### src/rtl/maze_draw_arbiter.sv
// maze_draw_arbiter: shares one VGA plot port between three pixel sources
// (0 = maze cell renderer, 1 = player sprite, 2 = win/lose screen).
// The port is granted to one source for a whole burst, which ends on a last
// pixel, when the owner drops req, or when the watchdog expires. Grants rotate
// round-robin. There is always one idle cycle between bursts.
// Ports:
//   clk, resetn           clock (rising edge), async active-low reset
//   req[2:0]              per-source request, held for the whole burst
//   pix_valid/pix_last    per-source pixel strobe and end-of-burst flag
//   pix_x/pix_y/pix_col   packed per-source fields, source i at [i*W +: W]
//   gnt[2:0]              registered one-hot grant
//   plot, vga_x, vga_y,
//   colour                registered VGA adapter write port
//   busy                  high while a burst is in progress
//   timeout               one-cycle pulse when the watchdog forces a release
module maze_draw_arbiter #(
  parameter int unsigned XW      = 8,
  parameter int unsigned YW      = 7,
  parameter int unsigned CW      = 3,
  parameter int unsigned TIMEOUT = 255
) (
  input  logic            clk,
  input  logic            resetn,
  input  logic [2:0]      req,
  input  logic [2:0]      pix_valid,
  input  logic [2:0]      pix_last,
  input  logic [3*XW-1:0] pix_x,
  input  logic [3*YW-1:0] pix_y,
  input  logic [3*CW-1:0] pix_col,
  output logic [2:0]      gnt,
  output logic            plot,
  output logic [XW-1:0]   vga_x,
  output logic [YW-1:0]   vga_y,
  output logic [CW-1:0]   colour,
  output logic            busy,
  output logic            timeout
);

  localparam int unsigned WDW = (TIMEOUT < 2) ? 1 : $clog2(TIMEOUT + 1);
  localparam logic [WDW-1:0] WD_LIMIT = WDW'(TIMEOUT - 1);

  typedef enum logic {IDLE, BURST} state_e;

  state_e          state_q, state_d;
  logic [1:0]      owner_q, owner_d;
  logic [1:0]      last_owner_q, last_owner_d;
  logic [WDW-1:0]  wd_q, wd_d;
  logic [2:0]      gnt_q, gnt_d;
  logic            plot_q, plot_d;
  logic [XW-1:0]   x_q, x_d;
  logic [YW-1:0]   y_q, y_d;
  logic [CW-1:0]   col_q, col_d;
  logic            busy_q, busy_d;
  logic            timeout_q, timeout_d;

  // Owner's view of the source buses; everything else is ignored.
  logic            k_req, k_valid, k_last;
  logic [XW-1:0]   k_x;
  logic [YW-1:0]   k_y;
  logic [CW-1:0]   k_col;

  // First requester after the previous owner, in circular order.
  function automatic logic [1:0] rr_pick(input logic [2:0] r, input logic [1:0] last);
    logic [1:0] pick;
    case (last)
      2'd0:    pick = r[1] ? 2'd1 : (r[2] ? 2'd2 : 2'd0);
      2'd1:    pick = r[2] ? 2'd2 : (r[0] ? 2'd0 : 2'd1);
      default: pick = r[0] ? 2'd0 : (r[1] ? 2'd1 : 2'd2);
    endcase
    return pick;
  endfunction

  // Select the current owner's inputs.
  always_comb begin
    k_req   = 1'b0;
    k_valid = 1'b0;
    k_last  = 1'b0;
    k_x     = '0;
    k_y     = '0;
    k_col   = '0;
    case (owner_q)
      2'd0: begin
        k_req = req[0]; k_valid = pix_valid[0]; k_last = pix_last[0];
        k_x = pix_x[0 +: XW]; k_y = pix_y[0 +: YW]; k_col = pix_col[0 +: CW];
      end
      2'd1: begin
        k_req = req[1]; k_valid = pix_valid[1]; k_last = pix_last[1];
        k_x = pix_x[XW +: XW]; k_y = pix_y[YW +: YW]; k_col = pix_col[CW +: CW];
      end
      2'd2: begin
        k_req = req[2]; k_valid = pix_valid[2]; k_last = pix_last[2];
        k_x = pix_x[2*XW +: XW]; k_y = pix_y[2*YW +: YW]; k_col = pix_col[2*CW +: CW];
      end
      default: ;
    endcase
  end

  // Next-state and registered-output logic.
  always_comb begin
    state_d      = state_q;
    owner_d      = owner_q;
    last_owner_d = last_owner_q;
    wd_d         = wd_q;
    gnt_d        = gnt_q;
    plot_d       = 1'b0;
    x_d          = x_q;
    y_d          = y_q;
    col_d        = col_q;
    busy_d       = busy_q;
    timeout_d    = 1'b0;

    case (state_q)
      IDLE: begin
        gnt_d  = '0;
        busy_d = 1'b0;
        if (req != 3'b000) begin
          owner_d = rr_pick(req, last_owner_q);
          gnt_d   = 3'b001 << owner_d;
          busy_d  = 1'b1;
          wd_d    = '0;
          state_d = BURST;
        end
      end
      BURST: begin
        plot_d = k_valid;
        if (k_valid) begin
          x_d   = k_x;
          y_d   = k_y;
          col_d = k_col;
          wd_d  = '0;
        end else if (wd_q != {WDW{1'b1}}) begin
          wd_d = wd_q + WDW'(1);
        end
        // Release priority: dropped request, last pixel, then watchdog.
        if (!k_req || (k_valid && k_last) || (!k_valid && wd_q == WD_LIMIT)) begin
          timeout_d    = k_req && !k_valid;
          gnt_d        = '0;
          busy_d       = 1'b0;
          last_owner_d = owner_q;
          state_d      = IDLE;
        end
      end
      default: state_d = IDLE;
    endcase
  end

  always_ff @(posedge clk or negedge resetn) begin
    if (!resetn) begin
      state_q      <= IDLE;
      owner_q      <= 2'd0;
      last_owner_q <= 2'd2;
      wd_q         <= '0;
      gnt_q        <= '0;
      plot_q       <= 1'b0;
      x_q          <= '0;
      y_q          <= '0;
      col_q        <= '0;
      busy_q       <= 1'b0;
      timeout_q    <= 1'b0;
    end else begin
      state_q      <= state_d;
      owner_q      <= owner_d;
      last_owner_q <= last_owner_d;
      wd_q         <= wd_d;
      gnt_q        <= gnt_d;
      plot_q       <= plot_d;
      x_q          <= x_d;
      y_q          <= y_d;
      col_q        <= col_d;
      busy_q       <= busy_d;
      timeout_q    <= timeout_d;
    end
  end

  assign gnt     = gnt_q;
  assign plot    = plot_q;
  assign vga_x   = x_q;
  assign vga_y   = y_q;
  assign colour  = col_q;
  assign busy    = busy_q;
  assign timeout = timeout_q;

endmodule

### config.mk
export PLATFORM = sky130hd
export DESIGN_NAME = maze_draw_arbiter
export DESIGN_NICKNAME = d
export VERILOG_FILES = /design/src/rtl/maze_draw_arbiter.sv
export SDC_FILE = /design/constraint.sdc
export NUM_CORES = 1
export LEC_CHECK = 0
export ABC_AREA = 0
export CAP_MARGIN = 20
export CORE_UTILIZATION = 39
export CTS_CLUSTER_DIAMETER = 100
export DETAILED_ROUTE_END_ITERATION = 12
export GPL_ROUTABILITY_DRIVEN = 0
export PLACE_DENSITY = 0.8
export SYNTH_ARGS = -nofsm -noshare
export SYNTH_HDL_FRONTEND = slang
export SYNTH_SLANG_ARGS = --single-unit
### constraint.sdc
create_clock -name clk -period 1.84 [get_ports clk]
set_clock_uncertainty 0.2 [all_clocks]
set_input_delay 0.368 -clock clk [delete_from_list [all_inputs] [get_ports clk]]
set_output_delay 0.368 -clock clk [all_outputs]
set_load 0.03 [all_outputs]
# Yosys cells after proc, flatten, opt, wreduce, memory -nomap -nowiden
# Cells that the tools add are included.
[word_totals] elab_cells=66 regBits=37 out_inout_bits=24
[op_classes] n_bitwise=1 shift=1 reduce_logical=14 eq_ne=8 n_mux=30 n_addsub=1
[ops] cell="$mux 8" count=3
[ops] cell="$pmux 8 s3" count=1
[ops] cell="$pmux 7 s3" count=1
[ops] cell="$pmux 8 s2" count=1
[ops] cell="$mux 2" count=7
[ops] cell="$pmux 1 s3" count=3
[ops] cell="$pmux 3 s3" count=1
[ops] cell="$add 8x1->8 const B" count=1
[ops] cell="$eq 8x8->1 const B" count=1
[ops] cell="$ne 8x8->1 const B" count=1
[ops] cell="$reduce_and 2->1" count=4
[ops] cell="$mux 1" count=7
[ops] cell="$mux 3" count=2
[ops] cell="$pmux 3 s2" count=1
[ops] cell="$eq 2x1->1 const B" count=2
[ops] cell="$logic_not 2->1" count=2
[ops] cell="$pmux 1 s2" count=2
[ops] cell="$pmux 2 s2" count=1
[ops] cell="$logic_and 1x1->1" count=3
[ops] cell="$ne 3x1->1 const B" count=1
[ops] cell="$reduce_bool 3->1" count=1
[ops] cell="$shl 1x2->3 const A" count=1
[ops] cell="$eq 2x2->1 const B" count=1
[ops] cell="$logic_not 1->1" count=2
[ops] cell="4 further kinds" count=5

# Longest topological paths before layout
[depth] depth_word=8 depth_mapped=6

# Worst setup path after synthesis
# No wires, ideal clock.
[synth_path] path_type="register to register" from="register owner_q[1]" to="register col_q[0], in the netlist colour[0]" period_less_slack_ps=1791 t_required_ps=1515 path_stages_with_launch=7 path_slack_ps=49 arrival_ps=1466 setup_time_ps=125 path_cell_list="dfrtp_1 -> buf_6 -> mux2i_2 -> o21ai_2 -> nand2_4 -> buf_6 -> mux2_4"
[synth_between] elab_chain_len=3
[synth_lines] item="from (decl)" line="45" source="logic [1:0] owner_q, owner_d;"
[synth_lines] item="from (signal assigned)" line="162" source="owner_q <= owner_d;"
[synth_lines] item="$eq 2x2->1 (tied with other cells)" line="81" source="case (owner_q)"
[synth_lines] item="$pmux 1 s3" line="81"
[synth_lines] item="$reduce_and 2->1 (no line)"
[synth_lines] item="to (signal assigned)" line="169" source="col_q <= col_d;"
[synth_lines] item="to (decl)" line="52" source="logic [CW-1:0] col_q, col_d;"
# Parallel ways exist; a longest one is shown, timed or not.
# A chain may end at the register's enable or synchronous reset.

# Final worst setup path
[layout_path] from="register owner_q[1]" to="register last_owner_q[0]"
[layout_between] elab_chain_len=6
[layout_lines] item="$eq 2x2->1 (tied with other cells)" line="81"
[layout_lines] item="$pmux 1 s3" line="81"
[layout_lines] item="$logic_not 1->1 / $logic_and 1x1->1 (equally long branches)" line="135" source="if (!k_req || (k_valid && k_last) || (!k_valid && wd_q == WD_LIMIT)) begin"
[layout_lines] item="$logic_or 1x1->1 / $logic_and 1x1->1 (equally long branches)" line="135"
[layout_lines] item="$logic_or 1x1->1 (*)" line="135"
[layout_lines] item="$reduce_and 2->1 (no line) (*)"
[layout_lines] item="to (signal assigned)" line="163" source="last_owner_q <= last_owner_d;"
[layout_lines] item="to (decl)" line="46" source="logic [1:0] last_owner_q, last_owner_d;"
# Mark *: on every way between the ends. The rest lies on a longest branch, timed or not.

==> summary.txt <==
Clock network
  • Clock Sink Count: 37
  • CTS max path bufs: 2
  • CTS Buf Count: 5
  • CTS HTree Levels: 2
  • CTS tree: done
  • Clock transition time at the flip-flop clock pins of the worst setup and hold paths: 70 ps
  • Root Driver: clkbuf_8
  • Worst skew pair latency: between 200 and 300 ps

Worst setup path
  • Setup Crit Path Kind: flop to flop
  • Cell with the largest stage delay on the worst path: dfrtp_2
  • CP arrival: ~1800 ps
  • Startpoint types: flop
  • Crit-path cells: mux2i_4 > buf_6 > o2111ai_4 > o2111a_1 > o221ai_2
  • Max incr delay on CP: between 400 and 500 ps
  • Required @ worst endpoint: ~1800 ps
  • CP endpoint kind: flop
  • Critical-path maximum fanout: 7

Routing
  • Vias per std cell: around 5.3
  • Met1 WL: 2530 um
  • Max Used Layer: met4
  • Met3 WL post-DR: about 400 um
  • Pre-antenna DRT Iters: 4
  • WL met2: between 3000 and 4000 um
  • Final ANT Viol Nets: 0
  • Routed vias: ~2,100
  • Final wirelength: 6238 um
  • DRT iter0 DRCs: 42
  • # DRC: 0
  • Wirelength per Cell: between 15 and 20 um

Floorplanning
  • Cell Rows: 27
  • Starting Density: 40.58%
  • Die Height: a little under 80 um
  • Die width: between 70 and 80 um
  • Num ports: 89
  • Full die area: between 6000 and 7000 um2
  • Core ar.: between 5000 and 6000 um2

STA
  • Final setup TNS: 0 ps
  • Slew Limit Headroom: between 60% and 70%
  • Setup ws final: 14.79 ps
  • Final setup violation count: 0
  • RSZ-0062 raised after global routing: yes
  • Fmax: 547.9 MHz
  • Minimum clock period: roughly 1800 ps
  • Number of hold violations in the final report: 0
  • Crit share post-route: between 90 and 100%
  • Max Slew Vio Count: 0
  • Tightest Pin Transition: roughly 450 ps

Placement
  • Buffers on Ports: just under 90
  • Pre-CTS WS: -349.3 ps
  • Placed insts: 390
  • Post-detail-place hpwl: about 4500 um

Final layout
  • Final Util: between 60% and 70%
  • Final cell count without fillers: 400
  • # fillers: between 400 and 500
  • Fin nets: 395
  • Layout cell share with drive strength beyond 1: between 20% and 30%
  • Area Growth Syn to Fin: 57.50%
  • Antenna Cells: 0

GRT
  • Antenna violations before repair: 0
  • Grt total ovfl: 0
  • GRT Util Overall: a little over a fifth
  • Vias in the first global route: between 2,000 and 2,500
  • First-pass GRT wire length: just under 10,000 um
  • Largest net degree at the start of global routing: 21

Logic synthesis
  • Syn Inst Count: about 220
  • Main synth FF type: dfrtp_1
  • EDFF count, synth: 0
  • Syn_area_per_cell: 10.39 um2
  • YS warnings: 0
  • Post-synth ARST share: 100.0%
  • Netlist cell types: 47
  • Number of synthesized register bits: 37
  • Sequential fraction of the synthesis area: 41.49%
  • Syn Nets: 282
  • Mapped Area: ~2200 um2

Run
  • Max-cap viol count: 0

Run status
  • Status: finished clean

Worst hold path
  • Worst hold path class: flop to flop

Power
  • Maximum vdd drop: between 0.0006 and 0.0007 V
  • Power Density: 1500 nW/um2
  • LEAKAGE: roughly 0.0016 uW
[metrics by stage]
stage          area [um2]  hold slack [ps]  power (uW)
2_1_floorplan        2235           -127.6        3463
3_3_place_gp         3367            139.6        4666
3_5_place_dp         3367            141.3        4750
4_1_cts              3456            306.5        5210
5_1_grt              3520            316.7        5608
6_report             3520            302.4        5278
[final timing paths]
| kind | from | to | slack, ps | depth (start not counted) |
|---|---|---|---|---|
| setup / recovery | owner_q[1] | last_owner_q[0] | 10 | 5 |
| hold / removal | vga_x[7] | vga_x[7] | 300 | 1 |
| setup reg to reg | owner_q[1] | last_owner_q[0] | 10 | 5 |
| hold reg to reg | vga_x[7] | vga_x[7] | 300 | 1 |
| max in group asynchronous | resetn | wd_q[5] | 610 | 3 |
| min in group asynchronous | resetn | vga_y[3] | 380 | 2 |
[per-layer routing]
| layer | vias up | global-route usage, % |
|---|---|---|
| li1 | 1015 | - |
| met1 | 1012 | 23.66 |
| met2 | 66 | 38.14 |
| met3 | 7 | 5.882 |
| met4 | 0 | 6.415 |
| met5 | - | 0 |
[power by group]
part | internal [uW] | total (uW) | leakage, uW | switching, uW
clock network | 297 | 574 | 0.0000443 | 277
logic | 1560 | 3290 | 0.00109 | 1730
registers | 1160 | 1410 | 0.000466 | 256
[registers in the layout, summed over array words and instances, names as in the netlist, 2 cells and up]
name / flops
colour: 3
gnt: 3
last_owner_q: 2
owner_q: 2
vga_x: 8
vga_y: 7
wd_q: 8
[kinds of logic after synthesis]
kind of cell / synth area share (%)
DFF: 41.49
buffers and inverters: 5.319
muxes: 22.06
adders and majority gates: 1.120
AOI/OAI and AO/OA: 18.25
and+or+nand+nor: 11.76
[repair_timing]
item	CTS	global route
hold buffers	1	0
buffers inserted	0	2
pin swaps	0	7
hold endpoints to repair	16	0
setup endpoints to repair	51	12
gates resized for setup	28	9
[layout by cell type, fill, tap and decap left out, drive strengths merged, types with 6 or more instances in the layout]
cell type	synthesis	layout
mux2i	23	23
inv	14	14
buf	8	29
dfrtp	36	36
clkdlybuf4s50	0	63
o21ai	22	22
dlygate4sd2	0	24
nand2	25	25
nor2	6	6
mux2	20	20
clkbuf	3	7
[area by class of cell]
| cell class | instances | area [um2] | share of cell area, % |
|---|---|---|---|
| inverters | 14 | 52.55 | 1.493 |
| clock buffers | 7 | 86.33 | 2.453 |
| flip-flops and latches | 37 | 929.6 | 26.41 |
| well taps | 72 | 90.09 | 2.560 |
| repair buffers | 117 | 1111 | 31.57 |
| multi-input cells | 153 | 1250 | 35.51 |
[cell usage after synthesis (2+ instances only)]
| cell type | instances | area [um2] |
|---|---|---|
| nor2b_1 | 3 | 18.77 |
| o22ai_1 | 4 | 25.02 |
| a21oi_1 | 2 | 10.01 |
| nand3_1 | 2 | 10.01 |
| nand4_1 | 3 | 18.77 |
| clkbuf_1 | 3 | 11.26 |
| buf_2 | 5 | 25.02 |
| o2111ai_1 | 3 | 26.28 |
| ha_1 | 2 | 25.02 |
| buf_6 | 2 | 22.52 |
| nor3_1 | 4 | 20.02 |
| o211ai_2 | 2 | 25.02 |
| and3_1 | 2 | 12.51 |
| dfrtp_1 | 36 | 900.9 |
| mux2_2 | 11 | 123.9 |
| nand2_1 | 24 | 90.09 |
| o22a_1 | 4 | 35.03 |
| o21ai_0 | 19 | 95.09 |
| nor2_1 | 6 | 22.52 |
| a31oi_1 | 5 | 31.28 |
| nand3b_1 | 3 | 22.52 |
| o2111a_1 | 2 | 22.52 |
| inv_1 | 14 | 52.55 |
| mux2i_1 | 22 | 220.2 |
| mux2_4 | 9 | 135.1 |
| o21ai_1 | 2 | 10.01 |
[worst max-delay path: cells and delay by family, from the launching register on]
kind / cells / cell delay (ps)
DFF: 1 / 470
muxes: 1 / 220
AOI/OAI and AO/OA: 3 / 670
buffers and inverters: 1 / 140
Note: power is estimated with default switching activity, not from simulation.
